--- src/rtl/sd_spi_cmd_if.sv ---
// Host-side request/response bundle of the SD SPI command engine.
interface sd_spi_cmd_if;
    logic        start;
    logic [5:0]  command;
    logic [31:0] arg;
    logic        resp_long;
    logic        busy;
    logic [39:0] response;
    logic        response_ready;
    logic        timeout;

    // start is a one-cycle request taken only while the engine is idle; each taken start
    // yields exactly one response_ready pulse, and response/timeout hold until the next taken start.
    modport master (
        output start, command, arg, resp_long,
        input  busy, response, response_ready, timeout
    );
    modport slave (
        input  start, command, arg, resp_long,
        output busy, response, response_ready, timeout
    );
endinterface

--- src/rtl/sd_spi_cmd.sv ---
// SD-card SPI-mode command engine: frames CMD+arg+CRC7, sends it in SPI mode 0,
// polls for the response start bit with a byte-count timeout and captures an R1 or R3/R7 reply.
module sd_spi_cmd #(
    parameter int CLK_DIV      = 2,
    parameter int RESP_TIMEOUT = 8,
    parameter bit CRC_EN       = 1'b1
) (
    input  logic             clk,
    input  logic             rst,
    sd_spi_cmd_if.slave      bus,
    input  logic             miso,
    output logic             mosi,
    output logic             sdclk,
    output logic             sd_chip_select,
    output logic [3:0]       state_out
);
    typedef enum logic [3:0] {
        S_IDLE      = 4'd0,
        S_CS_ASSERT = 4'd1,
        S_SEND      = 4'd2,
        S_POLL      = 4'd3,
        S_RECV      = 4'd4,
        S_DESELECT  = 4'd5,
        S_DONE      = 4'd6
    } state_t;

    localparam logic [15:0] DIV_LAST  = 16'(CLK_DIV - 1);
    localparam logic [15:0] POLL_LAST = 16'(8 * RESP_TIMEOUT - 1);

    state_t      state_q, state_d;
    logic [15:0] div_q, div_d;
    logic        sdclk_q, sdclk_d;
    logic [15:0] bit_q, bit_d;
    logic [47:0] frame_q, frame_d;
    logic [39:0] resp_q, resp_d;
    logic        timeout_q, timeout_d;
    logic        long_q, long_d;
    logic        found_q, found_d;

    logic        active;
    logic        tick;
    logic        rise;
    logic        fall;
    logic        accept;
    logic [15:0] recv_last;
    logic [39:0] cmd_msg;
    logic [7:0]  last_byte;
    logic        mosi_c;
    logic        cs_c;
    logic        busy_c;

    // CRC7 with polynomial x^7 + x^3 + 1, seed 0, MSB-first over the 40 header bits.
    function automatic logic [6:0] crc7(input logic [39:0] msg);
        logic [6:0] c;
        logic       fb;
        c = 7'd0;
        for (int i = 39; i >= 0; i--) begin
            fb = c[6] ^ msg[i];
            c  = {c[5:0], 1'b0} ^ (fb ? 7'h09 : 7'h00);
        end
        return c;
    endfunction

    assign active    = (state_q != S_IDLE) && (state_q != S_DONE);
    assign tick      = active && (div_q == DIV_LAST);
    assign rise      = tick && !sdclk_q;
    assign fall      = tick && sdclk_q;
    assign accept    = (state_q == S_IDLE) && bus.start;
    assign recv_last = long_q ? 16'd38 : 16'd6;
    assign cmd_msg   = {2'b01, bus.command, bus.arg};
    assign last_byte = CRC_EN ? {crc7(cmd_msg), 1'b1} : 8'hFF;

    // State register.
    always_ff @(posedge clk) begin
        if (rst) begin
            state_q <= S_IDLE;
        end else begin
            state_q <= state_d;
        end
    end

    // Next state: every bit-phase transition happens on an sdclk falling edge, so sdclk
    // is low at each boundary and no partial pulse can be emitted.
    always_comb begin
        state_d = state_q;
        case (state_q)
            S_IDLE:      if (bus.start) state_d = S_CS_ASSERT;
            S_CS_ASSERT: if (fall && bit_q == 16'd7) state_d = S_SEND;
            S_SEND:      if (fall && bit_q == 16'd47) state_d = S_POLL;
            S_POLL: begin
                if (fall && found_q) begin
                    state_d = S_RECV;
                end else if (fall && bit_q == POLL_LAST) begin
                    state_d = S_DESELECT;
                end
            end
            S_RECV:      if (fall && bit_q == recv_last) state_d = S_DESELECT;
            S_DESELECT:  if (fall && bit_q == 16'd7) state_d = S_DONE;
            S_DONE:      state_d = S_IDLE;
            default:     state_d = S_IDLE;
        endcase
    end

    // Outputs decoded from the registered state.
    always_comb begin
        mosi_c = 1'b1;
        cs_c   = 1'b1;
        busy_c = 1'b0;
        case (state_q)
            S_CS_ASSERT, S_POLL, S_RECV: begin
                cs_c   = 1'b0;
                busy_c = 1'b1;
            end
            S_SEND: begin
                cs_c   = 1'b0;
                busy_c = 1'b1;
                mosi_c = frame_q[47];
            end
            S_DESELECT: busy_c = 1'b1;
            default: ;
        endcase
    end

    // Datapath next values: clock divider, bit counter, frame shifter and response capture.
    always_comb begin
        div_d     = div_q;
        sdclk_d   = sdclk_q;
        bit_d     = bit_q;
        frame_d   = frame_q;
        resp_d    = resp_q;
        timeout_d = timeout_q;
        long_d    = long_q;
        found_d   = found_q;

        if (active) begin
            div_d = (div_q == DIV_LAST) ? 16'd0 : div_q + 16'd1;
            if (div_q == DIV_LAST) sdclk_d = ~sdclk_q;
        end else begin
            div_d   = 16'd0;
            sdclk_d = 1'b0;
        end

        if (fall) bit_d = (state_d != state_q) ? 16'd0 : bit_q + 16'd1;

        if (accept) begin
            frame_d   = {cmd_msg, last_byte};
            resp_d    = 40'd0;
            timeout_d = 1'b0;
            long_d    = bus.resp_long;
            found_d   = 1'b0;
            bit_d     = 16'd0;
        end

        if (state_q == S_SEND && fall) frame_d = {frame_q[46:0], 1'b1};

        // The first 0 seen while polling is the response MSB, at any bit position.
        if (state_q == S_POLL && rise && !miso && !found_q) begin
            resp_d  = 40'd0;
            found_d = 1'b1;
        end
        if (state_q == S_POLL && fall && !found_q && bit_q == POLL_LAST) begin
            resp_d    = '1;
            timeout_d = 1'b1;
        end

        if (state_q == S_RECV && rise) resp_d = {resp_q[38:0], miso};
    end

    always_ff @(posedge clk) begin
        if (rst) begin
            div_q     <= 16'd0;
            sdclk_q   <= 1'b0;
            bit_q     <= 16'd0;
            frame_q   <= '1;
            resp_q    <= 40'd0;
            timeout_q <= 1'b0;
            long_q    <= 1'b0;
            found_q   <= 1'b0;
        end else begin
            div_q     <= div_d;
            sdclk_q   <= sdclk_d;
            bit_q     <= bit_d;
            frame_q   <= frame_d;
            resp_q    <= resp_d;
            timeout_q <= timeout_d;
            long_q    <= long_d;
            found_q   <= found_d;
        end
    end

    assign mosi               = mosi_c;
    assign sd_chip_select     = cs_c;
    assign sdclk              = sdclk_q;
    assign state_out          = state_q;
    assign bus.busy           = busy_c;
    assign bus.response       = resp_q;
    assign bus.response_ready = (state_q == S_DONE);
    assign bus.timeout        = timeout_q;
endmodule

--- src/flat_wrapper.sv ---
// flat-port wrapper written by rule: the top's interface ports become plain ports
module sd_spi_cmd_flat 
#(
    parameter int CLK_DIV      = 2,
    parameter int RESP_TIMEOUT = 8,
    parameter bit CRC_EN       = 1'b1
)
  (clk, rst, miso, mosi, sdclk, sd_chip_select, state_out, bus_start, bus_command, bus_arg, bus_resp_long, bus_busy, bus_response, bus_response_ready, bus_timeout);
  sd_spi_cmd_if bus_i ();
  input  logic clk;
  input  logic rst;
  input  logic miso;
  output logic mosi;
  output logic sdclk;
  output logic sd_chip_select;
  output logic [3:0] state_out;
  input wire logic [$bits(bus_i.start)-1:0] bus_start;
  input wire logic [$bits(bus_i.command)-1:0] bus_command;
  input wire logic [$bits(bus_i.arg)-1:0] bus_arg;
  input wire logic [$bits(bus_i.resp_long)-1:0] bus_resp_long;
  output wire logic [$bits(bus_i.busy)-1:0] bus_busy;
  output wire logic [$bits(bus_i.response)-1:0] bus_response;
  output wire logic [$bits(bus_i.response_ready)-1:0] bus_response_ready;
  output wire logic [$bits(bus_i.timeout)-1:0] bus_timeout;
  assign bus_i.start = bus_start;
  assign bus_i.command = bus_command;
  assign bus_i.arg = bus_arg;
  assign bus_i.resp_long = bus_resp_long;
  assign bus_busy = bus_i.busy;
  assign bus_response = bus_i.response;
  assign bus_response_ready = bus_i.response_ready;
  assign bus_timeout = bus_i.timeout;
  sd_spi_cmd #(.CLK_DIV(CLK_DIV), .RESP_TIMEOUT(RESP_TIMEOUT), .CRC_EN(CRC_EN)) u_core (.clk(clk), .rst(rst), .bus(bus_i), .miso(miso), .mosi(mosi), .sdclk(sdclk), .sd_chip_select(sd_chip_select), .state_out(state_out));
endmodule
--- config.mk ---
export PLATFORM = sky130hd
export DESIGN_NAME = sd_spi_cmd_flat
export DESIGN_NICKNAME = d
export VERILOG_FILES = /design/src/rtl/sd_spi_cmd_if.sv /design/src/rtl/sd_spi_cmd.sv /design/src/flat_wrapper.sv
export SDC_FILE = /design/constraint.sdc
export NUM_CORES = 1
export LEC_CHECK = 0
export CORE_UTILIZATION = 29
export CTS_BUF_LIST = sky130_fd_sc_hd__clkbuf_2 sky130_fd_sc_hd__clkbuf_4 sky130_fd_sc_hd__clkbuf_8
export DETAILED_ROUTE_END_ITERATION = 12
export SLEW_MARGIN = 25
export SYNTH_ARGS = -nofsm -noshare
export SYNTH_HDL_FRONTEND = slang
export SYNTH_SLANG_ARGS = --single-unit
--- constraint.sdc ---
create_clock -name clk -period 2.85 [get_ports clk]
set_clock_uncertainty 0.15 [all_clocks]
set_input_delay 0.4275 -clock clk [delete_from_list [all_inputs] [get_ports clk]]
set_output_delay 0.4275 -clock clk [all_outputs]
set_load 0.01 [all_outputs]
==> results.yml <==
sta:
  worstMarginPinSlew_ps: 570
  fmax_mhz: 366
  setup_viol: 0
  hold_violations: 0
  post-route-min-period_ps: 2730
  finalCritPeriodShare_pct: 95.8
  setup_tns_ps: 0
  slew_violations: 0
  maxSlewHeadroom_pct: 62.0
clocking:
  htree_levels: 4
  cts_max_path_buffers: 2
  clkLatencyLatePin_ps: 450
  cts.hold.buffers_added: 0
  cts_root_buf: "clkbuf_8"
  cts_tree: "done"
  clkTransAtPathRegs_ps: 80
  cts_buffers: 17
  clock_sinks: 127
floorplan:
  die_x_um: 147
  core_um2: 20500
  die_area_um2: 21700
  pin_count: 93
  fp.dieH_um: 147
  start_util_pct: 29.9
  rows: 52
logic_synthesis:
  yosys-top-cells-area: "dfxtp_1, a221oi_1, nand2_1"
  synth_edf_count: 0
  ys_async_sr_fraction_pct: 0
  yosys.area.top_type: "dfxtp_1"
  synth_top_area_share_pct: 41.5
  seq_area_frac_synth_pct: 41.5
  syn_nets: 704
  yosys_most_used_dff: "dfxtp_1"
  synth_seq_cells: 127
  synthTopCellsByCount: "dfxtp_1, nand2_1, a221oi_1"
  yosysWarnings: 0
  syn_inst: 657
  syn_area_um2: 6130
  synthDistinctLibCells: 56
  avgSynthCellArea_um2: 9.33
  synth.most_common_cell: "dfxtp_1"
worst_setup_path:
  cp-start-kind: "register"
  cp_slowest_stage_delay_ps: 550
  arrival_ps: 2150
  crit_path_end_kind: "output pin"
  r2r_slack_ps: 130
  reg2regPathDepth: 8
  crit_fanout: 8
  cp_data_required_time_ps: 2270
  reg2reg_from: "u_core.div_q[9]$_SDFF_PP0_"
  path_cells: "buf_4 -> nor3_1 -> or3b_2 -> clkdlybuf4s50_1"
  worst-setup-path-type: "register to output pin"
  rr_endpoint: "u_core.bit_q[13]$_SDFFE_PP0P_"
  slowest_stage: "clkdlybuf4s50_1"
layout:
  final_layout_size_suffix_gt1_share_pct: 12.8
  fillers: 2084
  ff_latch_area_um2: 2550
  nets: 805
  antenna_cells: 0
  area_growth_pct: 30.7
  final_cells: 1041
  multi_input_area_um2: 3390
global_route:
  grt_max_degree: 53
  grt_remaining_overflow: 0
  grt_pass1_vias: 5250
  grt_pass1_wl_um: 26500
  grt_usage_pct: 15.1
  antenna_found_initial: 0
drt:
  top_layer: "met4"
  ant_nets: 0
  dr_total_vias: 5210
  drt_wl_total_um: 15700
  via_per_inst: 5.00
  route.detailed.drc: 0
  first_pass_iters: 4
  met3_length_um: 1140
  routed-wl-met2_um: 7030
  wl_met1_um: 7400
  drt_iter0_drc: 271
  wl_per_cell_um: 15.1
place:
  numPortBuffers: 92
  routabilityCongestion: 0.780
  dp.cells: 1007
  dpl.hpwl_um: 10600
power_and_ir_drop:
  p_total_uw: 4800
  power_density_nw_per_um2: 598
  vdd_drop_max_mv: 0.314
  leakagePower_uw: 0.00304
job:
  max_cap_viol_count: 0
worst_hold_path:
  worstHoldPathCells: 2
  holdPathEnd: "u_core.found_q$_SDFFE_PP0P_"
  min_from: "rst"
  hold_path.class: "input port to register"
outcome:
  status: "finished, final reports clean"
stage by stage:
step	worst slack (ps)	cell area [um^2]	hold WS, ps	util [%]
detailed placement	-314	7540	284	36.8
CTS	3.31	7970	236	38.9
floorplan	377	6130	272	-
global route	-7.74	8010	259	39.1
global placement	-259	7540	280	36.8
finish	118	8010	253	39.1
worst max path at each step:
stage	startpoint	endpoint	slack [ps]	depth (start not counted)
finish	u_core.state_out[2]$_SDFF_PP0_	sd_chip_select	120	4
global placement	bus_command[5]	u_core.frame_q[6]$_SDFFE_PP1P_	-260	7
detailed placement	bus_command[5]	u_core.frame_q[6]$_SDFFE_PP1P_	-310	7
floorplan	bus_command[5]	u_core.frame_q[6]$_SDFFE_PP1P_	380	6
global route	u_core.div_q[1]$_SDFF_PP0_	u_core.bit_q[0]$_SDFFE_PP0P_	-8	10
CTS	u_core.state_out[0]$_SDFF_PP0_	mosi	3	3
flip-flops by register name (all words and copies together), names as in the netlist:
register,count
u_core.div_q,16
u_core.sdclk,1
u_core.frame_q,47
u_core.bus.timeout,1
u_core.bit_q,16
u_core.long_q,1
u_core.found_q,1
u_core.bus.response,40
u_core.state_out,4
critical path: cells and delay by family, from the launching register on:
kind / cells / cell delay, ps
AND/OR/NAND/NOR: 2 / 500
buffers and inverters: 2 / 750
flip-flops: 1 / 460
per-layer routing:
metal,vias to the layer above,global-route usage [%]
met3,18,5.46
met4,0,4.12
met1,2460,19.5
met5,-,0
li1,2612,-
met2,120,23.8
cell families (layout without fill, tap and decap cells):
kind of cell               after synthesis  count (layout)  share of synthesized area [%]
and+or+nand+nor                        237             237                           17.6
AOI/OAI and AO/OA                      138             138                           18.6
DFF                                    127             127                           41.5
xor gates and xnor gates                87              87                           17.4
buffers and inverters                   63             177                           4.14
adders and majority gates                4               4                          0.817
other                                    1               1                         0.0612
report_power, final:
part	internal (uW)	total [uW]	switching, uW
registers	1840	1880	39.8
clock network	902	1690	786
logic	738	1230	489
placed cells by master (no fill, tap or decap), drive strengths merged, types with 8 or more instances in the layout:
cell	count
dfxtp	127
nand2	95
clkdlybuf4s50	90
a221oi	82
nor2	69
buf	45
xnor2	39
xor2	29
nor3	19
clkbuf	18
xnor3	16
a2111oi	15
o21ai	13
inv	13
nand3	11
nor4	9
and3	9
a21oi	8
final cells by class:
type | instances | share of cell area [%]
Sequential cell | 127 | 31.8
Inverter | 9 | 0.422
Clock buffer | 18 | 3.09
Tap cell | 270 | 4.22
Clock inverter | 14 | 2.25
Multi-Input combinational cell | 467 | 42.3
Timing Repair Buffer | 136 | 16.0
what timing repair did:
action	in CTS	in global routing
gates resized for setup	2	8
pin swaps	0	2
buffers inserted	0	2
endpoints found under the setup margin	1	32
(Power assumes the default switching activity.)
